==> src/rtl/darkfetch_ctrl_if.sv <==
// darkfetch_ctrl_if: bundles the darkpc, instruction-bus, decode and redirect signals
// of the fetch sequencer. master = the sequencer, slave = its environment.
`timescale 1ns/1ps
interface darkfetch_ctrl_if;
    // darkpc side
    logic        pc_res;
    logic        pc_en;
    logic [31:0] pc_nxpc;
    logic [31:0] pc_in;
    logic        pc_valid;
    // instruction memory side
    logic        imem_req;
    logic [31:0] imem_addr;
    logic        imem_ack;
    logic [31:0] imem_data;
    // decode side
    logic        inst_valid;
    logic [31:0] inst;
    logic [31:0] inst_pc;
    logic        inst_ready;
    // execute side
    logic        redir;
    logic [31:0] redir_pc;
    logic        halt;
    logic        misalign;

    modport master (
        output pc_res, pc_en, pc_nxpc, imem_req, imem_addr, inst_valid, inst, inst_pc, misalign,
        input  pc_in, pc_valid, imem_ack, imem_data, inst_ready, redir, redir_pc, halt
    );

    modport slave (
        input  pc_res, pc_en, pc_nxpc, imem_req, imem_addr, inst_valid, inst, inst_pc, misalign,
        output pc_in, pc_valid, imem_ack, imem_data, inst_ready, redir, redir_pc, halt
    );
endinterface

==> src/rtl/darkfetch_ctrl.sv <==
// darkfetch_ctrl: fetch sequencer. Boots and steps darkpc, runs the single-outstanding
// instruction-memory request and buffers one instruction for decode.
// Optional feature macro: MISALIGN_TRAP_EN -- misaligned redirect targets trap to TRAP_VEC
// and pulse misalign; without it the target is silently word-aligned.
`timescale 1ns/1ps
module darkfetch_ctrl #(
    parameter logic [31:0] TRAP_VEC = 32'h0000_0000
) (
    input logic              clk,
    input logic              res,
    darkfetch_ctrl_if.master bus
);

    typedef enum logic [2:0] {StBoot, StStart, StIssue, StWpc, StWmem, StOut} state_e;

    state_e      state_q, state_d;
    logic [31:0] fpc_q, nxt_q, pend_pc_q, addr_q, inst_q, inst_pc_q;
    logic        pend_q, kill_q, req_q, ivalid_q, misalign_q;
    logic        redir_live, redir_bad, issue_go;
    logic [31:0] redir_tgt;
    logic        pc_res_c, pc_en_c;
    logic [31:0] pc_nxpc_c;

`ifdef MISALIGN_TRAP_EN
    assign redir_bad = |bus.redir_pc[1:0];
`else
    assign redir_bad = 1'b0;
`endif
    // When not trapping the low bits are cleared; with the trap enabled they are already zero.
    assign redir_tgt  = redir_bad ? TRAP_VEC : (bus.redir_pc & 32'hFFFF_FFFC);
    assign redir_live = bus.redir && (state_q != StBoot) && (state_q != StStart);

    // darkpc ignores en in its valid cycle, so never strobe it then.
    assign issue_go = ((state_q == StStart) || ((state_q == StIssue) && !bus.halt)) &&
                      !bus.pc_valid;

    // State register.
    always_ff @(posedge clk or negedge res) begin
        if (!res) state_q <= StBoot;
        else      state_q <= state_d;
    end

    // Next-state logic; a redirect seen with pc_valid or ack discards that result.
    always_comb begin
        state_d = state_q;
        case (state_q)
            StBoot:  state_d = StStart;
            StStart: if (issue_go) state_d = StWpc;
            StIssue: if (issue_go) state_d = StWpc;
            StWpc:   if (bus.pc_valid) state_d = (pend_q || bus.redir) ? StIssue : StWmem;
            StWmem:  if (bus.imem_ack) state_d = (kill_q || bus.redir) ? StIssue : StOut;
            StOut:   if (bus.redir || bus.inst_ready) state_d = StIssue;
            default: state_d = StBoot;
        endcase
    end

    // Combinational darkpc controls; a redirect in the issue cycle bypasses nxt.
    always_comb begin
        pc_res_c  = (state_q == StBoot);
        pc_en_c   = issue_go;
        pc_nxpc_c = ((state_q == StIssue) && bus.redir) ? redir_tgt : nxt_q;
    end

    // Fetch datapath: pc capture, memory request, instruction buffer, pending redirect.
    always_ff @(posedge clk or negedge res) begin
        if (!res) begin
            fpc_q      <= 32'h0;
            nxt_q      <= 32'h0;
            pend_pc_q  <= 32'h0;
            addr_q     <= 32'h0;
            inst_q     <= 32'h0;
            inst_pc_q  <= 32'h0;
            pend_q     <= 1'b0;
            kill_q     <= 1'b0;
            req_q      <= 1'b0;
            ivalid_q   <= 1'b0;
            misalign_q <= 1'b0;
        end else begin
            misalign_q <= redir_live && redir_bad;
            case (state_q)
                StIssue: begin
                    if (bus.redir) nxt_q <= redir_tgt;
                end
                StWpc: begin
                    if (bus.redir) begin
                        pend_q    <= 1'b1;
                        pend_pc_q <= redir_tgt;
                    end
                    if (bus.pc_valid) begin
                        if (pend_q || bus.redir) begin
                            nxt_q  <= bus.redir ? redir_tgt : pend_pc_q;
                            pend_q <= 1'b0;
                        end else begin
                            fpc_q  <= bus.pc_in;
                            req_q  <= 1'b1;
                            addr_q <= bus.pc_in;
                        end
                    end
                end
                StWmem: begin
                    if (bus.redir) begin
                        pend_q    <= 1'b1;
                        pend_pc_q <= redir_tgt;
                        kill_q    <= 1'b1;
                    end
                    if (bus.imem_ack) begin
                        req_q <= 1'b0;
                        if (kill_q || bus.redir) begin
                            nxt_q  <= bus.redir ? redir_tgt : pend_pc_q;
                            kill_q <= 1'b0;
                            pend_q <= 1'b0;
                        end else begin
                            inst_q    <= bus.imem_data;
                            inst_pc_q <= fpc_q;
                            ivalid_q  <= 1'b1;
                        end
                    end
                end
                StOut: begin
                    if (bus.redir) begin
                        ivalid_q <= 1'b0;
                        nxt_q    <= redir_tgt;
                    end else if (bus.inst_ready) begin
                        ivalid_q <= 1'b0;
                        nxt_q    <= fpc_q + 32'd4;
                    end
                end
                default: ;
            endcase
        end
    end

    assign bus.pc_res     = pc_res_c;
    assign bus.pc_en      = pc_en_c;
    assign bus.pc_nxpc    = pc_nxpc_c;
    assign bus.imem_req   = req_q;
    assign bus.imem_addr  = addr_q;
    assign bus.inst_valid = ivalid_q;
    assign bus.inst       = inst_q;
    assign bus.inst_pc    = inst_pc_q;
    assign bus.misalign   = misalign_q;

endmodule

==> src/flat_wrapper.sv <==
// flat-port wrapper written by rule: the top's interface ports become plain ports
module darkfetch_ctrl_flat 
#(
    parameter logic [31:0] TRAP_VEC = 32'h0000_0000
)
  (clk, res, bus_pc_res, bus_pc_en, bus_pc_nxpc, bus_imem_req, bus_imem_addr, bus_inst_valid, bus_inst, bus_inst_pc, bus_misalign, bus_pc_in, bus_pc_valid, bus_imem_ack, bus_imem_data, bus_inst_ready, bus_redir, bus_redir_pc, bus_halt);
  darkfetch_ctrl_if bus_i ();
  input logic clk;
  input logic res;
  output wire logic [$bits(bus_i.pc_res)-1:0] bus_pc_res;
  output wire logic [$bits(bus_i.pc_en)-1:0] bus_pc_en;
  output wire logic [$bits(bus_i.pc_nxpc)-1:0] bus_pc_nxpc;
  output wire logic [$bits(bus_i.imem_req)-1:0] bus_imem_req;
  output wire logic [$bits(bus_i.imem_addr)-1:0] bus_imem_addr;
  output wire logic [$bits(bus_i.inst_valid)-1:0] bus_inst_valid;
  output wire logic [$bits(bus_i.inst)-1:0] bus_inst;
  output wire logic [$bits(bus_i.inst_pc)-1:0] bus_inst_pc;
  output wire logic [$bits(bus_i.misalign)-1:0] bus_misalign;
  input wire logic [$bits(bus_i.pc_in)-1:0] bus_pc_in;
  input wire logic [$bits(bus_i.pc_valid)-1:0] bus_pc_valid;
  input wire logic [$bits(bus_i.imem_ack)-1:0] bus_imem_ack;
  input wire logic [$bits(bus_i.imem_data)-1:0] bus_imem_data;
  input wire logic [$bits(bus_i.inst_ready)-1:0] bus_inst_ready;
  input wire logic [$bits(bus_i.redir)-1:0] bus_redir;
  input wire logic [$bits(bus_i.redir_pc)-1:0] bus_redir_pc;
  input wire logic [$bits(bus_i.halt)-1:0] bus_halt;
  assign bus_pc_res = bus_i.pc_res;
  assign bus_pc_en = bus_i.pc_en;
  assign bus_pc_nxpc = bus_i.pc_nxpc;
  assign bus_imem_req = bus_i.imem_req;
  assign bus_imem_addr = bus_i.imem_addr;
  assign bus_inst_valid = bus_i.inst_valid;
  assign bus_inst = bus_i.inst;
  assign bus_inst_pc = bus_i.inst_pc;
  assign bus_misalign = bus_i.misalign;
  assign bus_i.pc_in = bus_pc_in;
  assign bus_i.pc_valid = bus_pc_valid;
  assign bus_i.imem_ack = bus_imem_ack;
  assign bus_i.imem_data = bus_imem_data;
  assign bus_i.inst_ready = bus_inst_ready;
  assign bus_i.redir = bus_redir;
  assign bus_i.redir_pc = bus_redir_pc;
  assign bus_i.halt = bus_halt;
  darkfetch_ctrl #(.TRAP_VEC(TRAP_VEC)) u_core (.clk(clk), .res(res), .bus(bus_i));
endmodule
==> config.mk <==
export PLATFORM = sky130hd
export DESIGN_NAME = darkfetch_ctrl_flat
export DESIGN_NICKNAME = d
export VERILOG_FILES = /design/src/rtl/darkfetch_ctrl_if.sv /design/src/rtl/darkfetch_ctrl.sv /design/src/flat_wrapper.sv
export SDC_FILE = /design/constraint.sdc
export NUM_CORES = 1
export LEC_CHECK = 0
export ABC_AREA = 1
export CAP_MARGIN = 15
export CELL_PAD_IN_SITES_DETAIL_PLACEMENT = 2
export CELL_PAD_IN_SITES_GLOBAL_PLACEMENT = 2
export CORE_MARGIN = 2
export CORE_UTILIZATION = 30
export CTS_BUF_LIST = sky130_fd_sc_hd__clkbuf_2
export DETAILED_ROUTE_END_ITERATION = 6
export PLACE_DENSITY = 0.91
export REMOVE_ABC_BUFFERS = 1
export SLEW_MARGIN = 20
export SYNTH_ARGS = -nofsm -noshare
export SYNTH_HDL_FRONTEND = slang
export SYNTH_SLANG_ARGS = --single-unit
==> constraint.sdc <==
create_clock -name clk -period 4.9 [get_ports clk]
set_clock_uncertainty 0.2 [all_clocks]
set_input_delay 0.49 -clock clk [delete_from_list [all_inputs] [get_ports clk]]
set_output_delay 0.49 -clock clk [all_outputs]
set_load 0.02 [all_outputs]
# Word level (Yosys, flattened, before mapping)

Cells that the tools add are included.

Add/subtract/negate cells: 1
Equal/unequal tests: 15
Muxes and demuxes: 35
Bitwise operators: 2
Reductions and logical operators: 21

Operator list:

| cell                    | number |
|---|---|
| $mux W32                | 9 |
| $pmux W32 S4            | 1 |
| $add A32 B3 Y32 const B | 1 |
| $mux W3                 | 6 |
| $mux W1                 | 15 |
| $pmux W3 S5             | 1 |
| $reduce_and A4 Y1       | 3 |
| $ne A2 B2 Y1 const B    | 5 |
| $ne A2 B1 Y1 const B    | 4 |
| $reduce_and A7 Y1       | 1 |
| $eq A3 B2 Y1 const B    | 2 |
| $eq A3 B3 Y1 const B    | 2 |
| $pmux W1 S2             | 3 |
| $reduce_and A3 Y1       | 2 |
| $logic_or A1 B1 Y1      | 4 |
| $reduce_bool A2 Y1      | 2 |
| $reduce_bool A4 Y1      | 1 |
| $reduce_or A2 Y1        | 2 |
| $eq A3 B1 Y1 const B    | 1 |
| $logic_and A1 B1 Y1     | 3 |
| $logic_not A3 Y1        | 1 |
| $ne A3 B3 Y1 const B    | 1 |
| $logic_not A1 Y1        | 2 |
| $not A1 Y1              | 2 |

Bits in registers: 167
Input bits: 103
Output and inout port bits: 133
Logic and storage cells: 84

# Longest topological paths before layout

Word-level depth: 6
Mapped depth: 12
Mapped depth without buffers: 12

# Worst setup path before layout

Ideal clock, no wire load.

Path kind: register -> output
Start point: register u_core.state_q[2]
End point: output bus_pc_nxpc[26]
Arrival: 1.764 ns
Required time: 4.210 ns
Slack: 2.446 ns
Stages on the path, launching flop included: 8
Path buffers: 2
Cells stage by stage: dfrtp_1 > nor2_1 > nand2_1 > nor2_1 > inv_2 > buf_2 > clkbuf_1 > o21ai_0

Longest elaborated chain between the ends: 3

Ends and longest elaborated chain:

| what                     | line                 | source |
|---|---|---|
| start: declaration       | darkfetch_ctrl.sv:16 | `state_e state_q, state_d;` |
| start signal: assignment | darkfetch_ctrl.sv:39 | `if (!res) state_q <= StBoot;` |
| start signal: assignment | darkfetch_ctrl.sv:40 | `else state_q <= state_d;` |
| $eq A3 B2 Y1             | darkfetch_ctrl.sv:61 | `pc_nxpc_c = ((state_q == StIssue) && bus.redir) ? redir_tgt : nxt_q;` |
| $logic_and A1 B1 Y1      | darkfetch_ctrl.sv:61 |  |
| $mux W32                 | darkfetch_ctrl.sv:61 |  |
| end: declaration         | flat_wrapper.sv:12   | `output wire logic [$bits(bus_i.pc_nxpc)-1:0] bus_pc_nxpc;` |

No other way between the ends.

# Worst setup path in the final report

Start point: register u_core.state_q[2]
End point: output bus_pc_nxpc[18]

The elaborated chain is that of the path after synthesis.

==> results.ini <==
[placed_design]
routabilityCongestion = 0.804
place_inst = 1702
dpl.hpwl_um = 24600
pre_cts_slack_ps = 1530
io_buffers = 232

[floorplan]
io_pins = 236
die_w_um = 174
fp.coreArea_um2 = 28500
fp.dieArea_um2 = 30300
rows = 62
initial_utilization_pct = 30.4
dieHeight_um = 174

[yosys]
netlist.area_leader.share_pct = 48.2
postSynthCellCount = 1128
synth_common_cells = nand2_1, dfrtp_1, o21ai_0
yosys_warnings = 0
syn_area_um2 = 8670
syn_avg_cell_area_um2 = 7.68
yosys.area.top_type = dfrtp_1
yosysMostFrequentCell = nand2_1
seq_area_frac_synth_pct = 48.2
synth.area.top_cells = dfrtp_1, nand2_1, o21ai_0
synth-seq-cells = 167
ys_types = 29
async_reset_ff_share_pct = 100
synth_ff_type = dfrtp_1
synth_enable_flop_cells = 0

[drt]
post_drt_wl_per_cell_um = 19.3
first_pass_iters = 4
wirelength_um = 33500
drtIter0Drc = 336
vias = 8446
via_per_inst = 4.85
antenna_left = 0
drc_errors = 0

[cts]
postCtsResizedCells = 0
cts_hold_buf = 3
cts.sinks = 167
h-tree-depth = 4
cts-buffers-inserted = 17
cts_tree = built
clockRootBuffer = clkbuf_2
cts_setup_buffers = 0
clock_latency_ps = 760
clock_path_buffers = 2
clkTransAtPathRegs_ps = 310

[worst_setup_path]
arrival_ps = 3430
cp_max_fo = 49
endpoint_kind = output port
r2r_setup_slack_ps = 1580
r2r_cells = 11
cp.required_ps = 4210
worstSetupStartpointType = flop
critPathKind = reg2out

[sta]
final.period_utilization_pct = 84.1
hold_viol = 0
slew_headroom_pct = 30.8
slew_violations = 0
fin_ws_ps = 780
rsz0062_at_grt = false
tightestPinTransition_ps = 1040
setup_viol = 0
final.setup.tns_ps = 0
fmax_mhz = 243
period_minus_slack_ps = 4120

[layout]
multi_input_area_um2 = 3750
syn2layout_area_growth_pct = 33.6
stdcell_count = 1741
drive_gt1_share_pct = 9.00
fin_nets = 1447
final_util_pct = 40.6
ff_latch_area_um2 = 4180
fillers = 3351

[grt]
track_usage_pct = 22.6
antenna_found_initial = 2
grt_pass1_wl_um = 53800
grt_max_degree = 100
grt_pass1_vias = 9661
globalRouteOverflowTotal = 0

[outcome]
status = finished, final reports clean

[pwr]
peakVddDrop_uv = 420
p_leak_nw = 5.51
power_density_nw_per_um2 = 626

[min_path]
whs_path_depth = 3
hold_path.class = in2reg

[run]
drv_cap = 0

-- layout by cell type (no fill, tap or decap), types with 2 or more instances in the layout --
| cell type | netlist | final |
|---|---|---|
| clkinv_2 | 0 | 2 |
| nand2_2 | 1 | 2 |
| clkinvlp_4 | 0 | 2 |
| dlygate4sd3_1 | 0 | 4 |
| nand2_1 | 335 | 333 |
| buf_4 | 5 | 10 |
| o22ai_1 | 4 | 4 |
| clkbuf_2 | 0 | 18 |
| inv_6 | 0 | 5 |
| clkdlybuf4s50_1 | 0 | 230 |
| clkinv_4 | 0 | 2 |
| inv_2 | 5 | 5 |
| o21ai_1 | 2 | 2 |
| diode_2 | 0 | 2 |
| dfrtp_1 | 167 | 167 |
| nor2_1 | 136 | 135 |
| xor2_1 | 8 | 8 |
| nor3_1 | 3 | 3 |
| a21oi_2 | 32 | 32 |
| ha_1 | 2 | 2 |
| a21oi_1 | 37 | 37 |
| inv_1 | 121 | 121 |
| o21ai_0 | 154 | 154 |
| mux2_2 | 32 | 32 |
| a31oi_1 | 3 | 3 |
| inv_8 | 0 | 2 |
| nand3_1 | 27 | 26 |
-- final timing paths --
kind                                         from                  endpoint
min in group asynchronous                     res  u_core.bus.imem_addr[18]
worst min register to register    u_core.nxt_q[0]           u_core.nxt_q[0]
max in group asynchronous                     res     u_core.bus.inst_pc[6]
worst max register to register  u_core.state_q[1]  u_core.bus.imem_addr[25]
worst max-delay path            u_core.state_q[2]           bus_pc_nxpc[18]
worst min-delay path                bus_pc_in[18]  u_core.bus.imem_addr[18]
-- cells by family after synthesis --
logic type      Yosys count  synth area share (%)
simple gates            505                  22.5
compound gates          235                  15.2
buf+inv                 178                  8.79
xor+xnor                  8                 0.809
other cells               1                0.0433
fa+ha+maj                 2                 0.289
flops                   167                  48.2
mux                      32                  4.16
-- layout make-up --
cell class | count | share of cell area [%]
Sequential cell | 167 | 36.1
Antenna cell | 2 | 0.0432
Tap cell | 384 | 4.15
Inverter | 126 | 4.09
Clock inverter | 14 | 1.20
Timing Repair Buffer | 247 | 21.3
Multi-Input combinational cell | 783 | 32.4
Clock buffer | 18 | 0.778
-- per-layer routing --
layer / GRT usage, % / wire length (um) / up-vias / part of all wire, %
met1: 27.0 / 13700 / 4242 / 41
li1: - / - / 3986 / -
met5: 0 / 0 / - / 0
met2: 40.8 / 17300 / 182 / 52
met4: 5.85 / 656 / 0 / 2.0
met3: 5.18 / 1830 / 36 / 5.5
-- stage by stage --
stage               area [um^2]  hold slack [ps]  power, mW
floorplan                  8380            -5.59       4.56
finish                    11600             78.3       7.25
CTS                       11500            0.121       7.36
detailed placement        11300              277       6.54
global route              11600             8.50       7.88
global placement          11300              265       6.31
-- registers in the layout (all words and copies together) (netlist names) --
register / cells
u_core.bus.imem_addr: 32
u_core.bus.inst: 32
u_core.bus.inst_pc: 32
u_core.nxt_q: 32
u_core.pend_pc_q: 32
u_core.state_q: 3
u_core.bus.imem_req: 1
u_core.bus.inst_valid: 1
u_core.kill_q: 1
u_core.pend_q: 1
-- power breakdown --
group / total [mW] / internal, mW / switching [mW]
clock network: 0.779 / 0.202 / 0.577
registers: 2.35 / 1.92 / 0.426
logic: 4.13 / 1.55 / 2.57
-- critical path, cell delays in order, from the launching register on --
cell             delay [ps]
dfrtp_1                 510
nor2_1                  190
nand2_1                 140
nor2_1                  130
buf_4                   220
inv_2                   370
o21ai_0                 420
clkdlybuf4s50_1         680
No activity file was read; power rests on OpenSTA's default activity.
